[config.mk]
export PLATFORM = sky130hd
export DESIGN_NAME = branch_trace_driver_flat
export DESIGN_NICKNAME = d
export VERILOG_FILES = /design/src/rtl/branch_trace_pkg.sv /design/src/rtl/branch_trace_driver_if.sv /design/src/rtl/branch_trace_mem.sv /design/src/rtl/branch_trace_driver.sv /design/src/flat_wrapper.sv
export SDC_FILE = /design/constraint.sdc
export NUM_CORES = 1
export LEC_CHECK = 0
export CORE_UTILIZATION = 31
export DETAILED_ROUTE_END_ITERATION = 7
export GPL_TIMING_DRIVEN = 0
export PLACE_DENSITY_LB_ADDON = 0.08
export SLEW_MARGIN = 20
export SYNTH_ARGS = -nofsm -noshare
export SYNTH_HDL_FRONTEND = slang
export SYNTH_SLANG_ARGS = --single-unit
[constraint.sdc]
create_clock -name clk -period 3.3 [get_ports clk]
set_input_delay 0.66 -clock clk [delete_from_list [all_inputs] [get_ports clk]]
set_output_delay 0.66 -clock clk [all_outputs]
set_load 0.05 [all_outputs]
[src/rtl/branch_trace_pkg.sv]
// Shared types and defaults for the branch trace replay driver.
package branch_trace_pkg;

    localparam int DEF_DEPTH   = 64;
    localparam int DEF_ADDR_W  = 6;
    localparam int DEF_CNT_W   = 16;
    localparam int DEF_TIMEOUT = 255;

    localparam int DIR_BIT  = 8;
    localparam int INST_MSB = 7;
    localparam int REC_W    = DIR_BIT + 1;

    typedef enum logic [2:0] {
        IDLE,
        SETUP,
        WAIT_PRED,
        WAIT_TRAIN,
        GAP,
        DONE
    } state_t;

    typedef struct packed {
        logic                dir;
        logic [INST_MSB:0]   inst;
    } rec_t;

    function automatic rec_t to_rec(input logic [REC_W-1:0] raw);
        rec_t r;
        r.dir  = raw[DIR_BIT];
        r.inst = raw[INST_MSB:0];
        return r;
    endfunction

endpackage

[src/rtl/branch_trace_driver_if.sv]
// Query/train handshake between the trace driver (master) and the branch predictor (slave).
interface branch_trace_driver_if;
    logic       new_data_avail;
    logic [7:0] inst_lowest_byte;
    logic       direction_ground_truth;
    logic       pred_ready;
    logic       prediction;
    logic       training_done;

    modport master (
        output new_data_avail, inst_lowest_byte, direction_ground_truth,
        input  pred_ready, prediction, training_done
    );

    modport slave (
        input  new_data_avail, inst_lowest_byte, direction_ground_truth,
        output pred_ready, prediction, training_done
    );
endinterface

[src/rtl/branch_trace_mem.sv]
// Trace record store: DEPTH x 9 register file.
// Latency: write lands at the clock edge, read is combinational.
// Backpressure: none; the caller gates writes.
module branch_trace_mem
    import branch_trace_pkg::*;
#(
    parameter int DEPTH  = DEF_DEPTH,
    parameter int ADDR_W = DEF_ADDR_W
) (
    input  logic              clk,
    input  logic              we,
    input  logic [ADDR_W-1:0] waddr,
    input  rec_t              wdata,
    input  logic [ADDR_W-1:0] raddr,
    output rec_t              rdata
);

    rec_t mem [DEPTH];

    always_ff @(posedge clk) begin
        if (we) begin
            mem[waddr] <= wdata;
        end
    end

    assign rdata = mem[raddr];

endmodule

[src/rtl/branch_trace_driver.sv]
// Replays a stored branch trace into the predictor and scores its answers; BRANCH_TRACE_FIRST_MISS_EN adds first-miss capture.
// Latency: >= 4 cycles per record (SETUP, WAIT_PRED, WAIT_TRAIN, GAP), 3 when prediction and training finish together.
// Backpressure: waits on pred_ready / training_done for up to TIMEOUT cycles each, then aborts the replay.
module branch_trace_driver
    import branch_trace_pkg::*;
#(
    parameter int DEPTH   = DEF_DEPTH,
    parameter int ADDR_W  = DEF_ADDR_W,
    parameter int CNT_W   = DEF_CNT_W,
    parameter int TIMEOUT = DEF_TIMEOUT
) (
    input  logic                     clk,
    input  logic                     rst_n,
    input  logic                     wr_en,
    input  logic [ADDR_W-1:0]        wr_addr,
    input  logic [REC_W-1:0]         wr_data,
    input  logic [ADDR_W:0]          trace_len,
    input  logic                     start,
    branch_trace_driver_if.master    pred,
    output logic                     busy,
    output logic                     done,
    output logic                     timeout_err,
    output logic [CNT_W-1:0]         total_cnt,
    output logic [CNT_W-1:0]         correct_cnt,
    output logic                     first_miss_vld,
    output logic [ADDR_W-1:0]        first_miss_idx
);

    localparam int TO_W = $clog2(TIMEOUT + 1);

    state_t            state, state_nxt;
    logic [ADDR_W-1:0] idx;
    logic [ADDR_W:0]   len;
    logic [TO_W-1:0]   to_cnt;
    rec_t              cur_rec;
    rec_t              rd_rec;
    rec_t              load_rec;
    logic [ADDR_W-1:0] rd_addr;

    logic accept;
    logic mem_we;
    logic score;
    logic hit;
    logic to_hit;
    logic abort;
    logic last;

    assign accept = start && (state == IDLE);
    assign mem_we = wr_en && (state == IDLE);
    assign hit    = (pred.prediction == cur_rec.dir);
    assign to_hit = (to_cnt == TO_W'(TIMEOUT - 1));
    assign last   = (({1'b0, idx} + (ADDR_W+1)'(1)) == len);

    branch_trace_mem #(
        .DEPTH  (DEPTH),
        .ADDR_W (ADDR_W)
    ) u_mem (
        .clk   (clk),
        .we    (mem_we),
        .waddr (wr_addr),
        .wdata (to_rec(wr_data)),
        .raddr (rd_addr),
        .rdata (rd_rec)
    );

    // Data is loaded on entry to SETUP so it is stable a full cycle before
    // new_data_avail rises; a write to address 0 alongside start is forwarded.
    always_comb begin
        rd_addr  = (state == GAP) ? (idx + ADDR_W'(1)) : '0;
        load_rec = rd_rec;
        if (state == IDLE && mem_we && wr_addr == '0) begin
            load_rec = to_rec(wr_data);
        end
    end

    always_comb begin
        state_nxt = state;
        score     = 1'b0;
        abort     = 1'b0;
        case (state)
            IDLE: begin
                if (start) begin
                    state_nxt = (trace_len == '0) ? DONE : SETUP;
                end
            end
            SETUP:     state_nxt = WAIT_PRED;
            WAIT_PRED: begin
                if (pred.pred_ready) begin
                    score     = 1'b1;
                    state_nxt = pred.training_done ? GAP : WAIT_TRAIN;
                end else if (to_hit) begin
                    abort     = 1'b1;
                    state_nxt = DONE;
                end
            end
            WAIT_TRAIN: begin
                if (pred.training_done) begin
                    state_nxt = GAP;
                end else if (to_hit) begin
                    abort     = 1'b1;
                    state_nxt = DONE;
                end
            end
            GAP:     state_nxt = last ? DONE : SETUP;
            DONE:    state_nxt = IDLE;
            default: state_nxt = IDLE;
        endcase
    end

    always_ff @(posedge clk) begin
        if (!rst_n) begin
            state       <= IDLE;
            idx         <= '0;
            len         <= '0;
            to_cnt      <= '0;
            cur_rec     <= '0;
            total_cnt   <= '0;
            correct_cnt <= '0;
            timeout_err <= 1'b0;
        end else begin
            state <= state_nxt;

            if (state_nxt != state) begin
                to_cnt <= '0;
            end else if (to_cnt != '1) begin
                to_cnt <= to_cnt + TO_W'(1);
            end

            if (state_nxt == SETUP) begin
                cur_rec <= load_rec;
            end

            if (accept) begin
                len         <= trace_len;
                idx         <= '0;
                total_cnt   <= '0;
                correct_cnt <= '0;
                timeout_err <= 1'b0;
            end

            if (state == GAP) begin
                idx <= idx + ADDR_W'(1);
            end

            if (score) begin
                if (total_cnt != '1) begin
                    total_cnt <= total_cnt + CNT_W'(1);
                end
                if (hit && correct_cnt != '1) begin
                    correct_cnt <= correct_cnt + CNT_W'(1);
                end
            end

            if (abort) begin
                timeout_err <= 1'b1;
            end
        end
    end

`ifdef BRANCH_TRACE_FIRST_MISS_EN
    logic              fm_vld_q;
    logic [ADDR_W-1:0] fm_idx_q;

    always_ff @(posedge clk) begin
        if (!rst_n) begin
            fm_vld_q <= 1'b0;
            fm_idx_q <= '0;
        end else if (accept) begin
            fm_vld_q <= 1'b0;
            fm_idx_q <= '0;
        end else if (score && !hit && !fm_vld_q) begin
            fm_vld_q <= 1'b1;
            fm_idx_q <= idx;
        end
    end

    assign first_miss_vld = fm_vld_q;
    assign first_miss_idx = fm_idx_q;
`else
    assign first_miss_vld = 1'b0;
    assign first_miss_idx = '0;
`endif

    assign busy                        = (state != IDLE);
    assign done                        = (state == DONE);
    assign pred.new_data_avail         = (state == WAIT_PRED);
    assign pred.inst_lowest_byte       = cur_rec.inst;
    assign pred.direction_ground_truth = cur_rec.dir;

endmodule

[src/flat_wrapper.sv]
// flat-port wrapper written by rule: the top's interface ports become plain ports
module branch_trace_driver_flat import branch_trace_pkg::*;
#(
    parameter int DEPTH   = DEF_DEPTH,
    parameter int ADDR_W  = DEF_ADDR_W,
    parameter int CNT_W   = DEF_CNT_W,
    parameter int TIMEOUT = DEF_TIMEOUT
)
  (clk, rst_n, wr_en, wr_addr, wr_data, trace_len, start, busy, done, timeout_err, total_cnt, correct_cnt, first_miss_vld, first_miss_idx, pred_new_data_avail, pred_inst_lowest_byte, pred_direction_ground_truth, pred_pred_ready, pred_prediction, pred_training_done);
  branch_trace_driver_if pred_i ();
  input  logic clk;
  input  logic rst_n;
  input  logic wr_en;
  input  logic [ADDR_W-1:0] wr_addr;
  input  logic [REC_W-1:0] wr_data;
  input  logic [ADDR_W:0] trace_len;
  input  logic start;
  output logic busy;
  output logic done;
  output logic timeout_err;
  output logic [CNT_W-1:0] total_cnt;
  output logic [CNT_W-1:0] correct_cnt;
  output logic first_miss_vld;
  output logic [ADDR_W-1:0] first_miss_idx;
  output wire logic [$bits(pred_i.new_data_avail)-1:0] pred_new_data_avail;
  output wire logic [$bits(pred_i.inst_lowest_byte)-1:0] pred_inst_lowest_byte;
  output wire logic [$bits(pred_i.direction_ground_truth)-1:0] pred_direction_ground_truth;
  input wire logic [$bits(pred_i.pred_ready)-1:0] pred_pred_ready;
  input wire logic [$bits(pred_i.prediction)-1:0] pred_prediction;
  input wire logic [$bits(pred_i.training_done)-1:0] pred_training_done;
  assign pred_new_data_avail = pred_i.new_data_avail;
  assign pred_inst_lowest_byte = pred_i.inst_lowest_byte;
  assign pred_direction_ground_truth = pred_i.direction_ground_truth;
  assign pred_i.pred_ready = pred_pred_ready;
  assign pred_i.prediction = pred_prediction;
  assign pred_i.training_done = pred_training_done;
  branch_trace_driver #(.DEPTH(DEPTH), .ADDR_W(ADDR_W), .CNT_W(CNT_W), .TIMEOUT(TIMEOUT)) u_core (.clk(clk), .rst_n(rst_n), .wr_en(wr_en), .wr_addr(wr_addr), .wr_data(wr_data), .trace_len(trace_len), .start(start), .pred(pred_i), .busy(busy), .done(done), .timeout_err(timeout_err), .total_cnt(total_cnt), .correct_cnt(correct_cnt), .first_miss_vld(first_miss_vld), .first_miss_idx(first_miss_idx));
endmodule
==> results.sh <==
export IMPL_synth_top_area_cell="edfxtp_1"
export IMPL_worstSetupStartpointType="register"
export IMPL_syn_to_final_growth_pct=19.9
export IMPL_cts_tree="yes"
export IMPL_ios=81
export IMPL_synth_xor_area_share_pct=1.15
export IMPL_n_antenna_cell=0
export IMPL_yosys_area_top_type_share_pct=65.8
export IMPL_max_freq_mhz=297
export IMPL_grt_pass1_vias=16500
export IMPL_synthAdderAreaFrac_pct=0.238
export IMPL_setup_violations=37
export IMPL_clock_sinks=642
export IMPL_status="complete, but fails checks"
export IMPL_pre_cts_ws_ps=-1480
export IMPL_initial_utilization_pct=31.4
export IMPL_dieArea_um2=86000
export IMPL_clkTransAtPathRegs_ps=60
export IMPL_track_usage_pct=22.5
export IMPL_clk_latency_ps=630
export IMPL_cp_max_fo=10
export IMPL_peakVddDrop_uv=330
export IMPL_violations="setup timing"
export IMPL_leakage_nw=9.69
export IMPL_grt_overflow=0
export IMPL_vias=17000
export IMPL_synth_seq_cells=642
export IMPL_cts_root_buf="clkbuf_16"
export IMPL_period_share_pct=102
export IMPL_cts_inserted_buffers=75
export IMPL_synth_top_family_by_area="simple AND/OR/NAND/NOR gates"
export IMPL_rsz0062_at_grt="yes"
export IMPL_arrival_ps=3600
export IMPL_wirelength_um=97000
export IMPL_die_width_um=293
export IMPL_row_count=106
export IMPL_drc=0
export IMPL_syn_inst=1752
export IMPL_antenna_found_initial=1
export IMPL_synthMuxAreaShare_pct=7.38
export IMPL_syn_mean_instance_area_um2=15.0
export IMPL_drv_slew=0
export IMPL_synth_edff_count=576
export IMPL_final_cells=3101
export IMPL_port_buffers=70
export IMPL_synth_simple_area_share_pct=9.18
export IMPL_worst_slack_ps=-68.8
export IMPL_dpl_hpwl_um=66200
export IMPL_wl_per_cell_um=31.3
export IMPL_antenna_left=0
export IMPL_numPlacedInstances=2968
export IMPL_yosysUniqueCellTypes=87
export IMPL_htree_levels=3
export IMPL_fin_skew_ps=26.1
export IMPL_cts_buffer_depth=3
export IMPL_maxCapViolations=0
export IMPL_syn_cell_area_um2=26300
export IMPL_whs_ps=291
export IMPL_critPathRequiredTime_ps=3530
export IMPL_postCtsHoldBufs=0
export IMPL_tightest_slew_ps=1150
export IMPL_synth_compound_area_share_pct=8.58
export IMPL_yosysSeqAreaShare_pct=70.8
export IMPL_firstDrtPassIters=5
export IMPL_routed_via_density=5.47
export IMPL_grt_start_max_net_pins=66
export IMPL_end_kind="register"
export IMPL_grt_pass1_wl_um=134000
export IMPL_min_period_ps=3370
export IMPL_gp_congestion=0.891
export IMPL_core_um2=83800
export IMPL_die_h_um=293
export IMPL_hold_viol_final=0
export IMPL_ys_async_sr_fraction_pct=0
export IMPL_synthTopCellsByArea="edfxtp_1 (66%), dfxtp_1 (5.0%), mux4_2 (3.8%)"
export IMPL_synthFlopType="edfxtp_1"
export IMPL_drt_iter0_drc=1661
export IMPL_pwr_density_cell_nw_per_um2=566
export IMPL_hp_class="input port to register"
export IMPL_fin_nets=1949
export IMPL_path_class="register to register"
export IMPL_slew_headroom_pct=23.2
export IMPL_ys_warn_count=0
export IMPL_drive_gt1_share_pct=18.8
[where the power goes]
part | switching [W] | internal, W
Combinational | 0.000562 | 0.000209
Clock | 0.00341 | 0.00473
Sequential | 0.0000384 | 0.00890
Total | 0.00401 | 0.0138
[registers in the layout, summed over array words and instances, names as in the netlist]
register / count
u_core.len: 7
u_core.correct_cnt: 16
u_core.u_mem.mem: 576
u_core.pred.direction_ground_truth: 1
u_core.timeout_err: 1
u_core.pred.inst_lowest_byte: 8
u_core.idx: 6
u_core.state: 3
u_core.total_cnt: 16
u_core.to_cnt: 8
[layer usage]
layer	wire length, um	vias up	track usage, %
met3	7150	132	5.28
met4	2460	0	5.91
li1	-	7261	-
met2	45100	700	35.8
met1	42300	8859	30.9
met5	0	-	0
[what timing repair did]
| item | CTS | global route |
|---|---|---|
| pin swaps | 3 | 0 |
| setup endpoints to repair | 369 | 104 |
| gates resized for setup | 132 | 34 |
| buffers inserted | 5 | 1 |
[cells in the final DEF, fill, tap and decap left out, types with 60 or more instances in the layout]
cell / n
mux2i_1: 64
nand3_1: 89
o221ai_1: 64
nor2_1: 94
clkbuf_16: 78
dfxtp_1: 64
edfxtp_1: 576
clkdlybuf4s50_1: 60
nand2_1: 164
a21oi_1: 62
[layout make-up]
class	instances	area, um2
repair buffers	82	861
plain buffers	113	817
fillers	8013	52300
flip-flops and latches	642	18600
inverters	12	45.0
well taps	1134	1420
clock inverters	36	329
multi-input cells	989	7410
clock buffers	93	2020
[cells in the mapped netlist, types with 16 or more instances]
master	count
nor3_1	16
edfxtp_1	576
mux4_2	44
nand4_1	19
a21oi_1	66
dfxtp_1	66
xnor2_1	18
o21ai_0	24
buf_2	32
mux2i_1	66
o211ai_1	21
nand3_1	91
nand2_1	165
nor2_1	139
o221ai_1	64
a31oi_1	22
clkbuf_1	46
[per-stage QoR]
| step | TNS, ps | cell area [um2] | util (%) | power (W) |
|---|---|---|---|---|
| 2_1_floorplan | 0 | 26300 | - | 0.00944 |
| 3_3_place_gp | -504680 | 28400 | 33.9 | 0.00985 |
| 3_5_place_dp | -70650 | 28600 | 34.1 | 0.00986 |
| 4_1_cts | -1630 | 31400 | 37.5 | 0.0180 |
| 5_1_grt | -5710 | 31500 | 37.6 | 0.0183 |
| 6_report | -1760 | 31500 | 37.6 | 0.0178 |
[worst paths after layout]
kind                                  end  depth (start not counted)             from  slack, ps
hold reg to reg             u_core.len[5]                          2    u_core.len[5]        480
setup reg to reg   u_core.u_mem.mem[7][0]                          5  u_core.state[0]        -70
hold / removal    u_core.u_mem.mem[61][3]                          1       wr_data[3]        290
setup / recovery   u_core.u_mem.mem[7][0]                          5  u_core.state[0]        -70
[kinds of logic (layout without fill, tap and decap cells)]
family	count (synthesis)	count (layout)
DFF	642	642
and+or+nand+nor	509	509
AOI/OAI and AO/OA	309	309
buffers and inverters	127	336
muxes	126	126
xor gates and xnor gates	33	33
adders and majority gates	5	5
other	1	7
[critical path, cell delays in order, from the launching register on]
cell and delay (ps):
dfxtp_1 320, buf_4 190, nor3_4 450, and3_1 290, nand3_1 740, nor2_2 960
No activity file was read; power rests on OpenSTA's default activity.
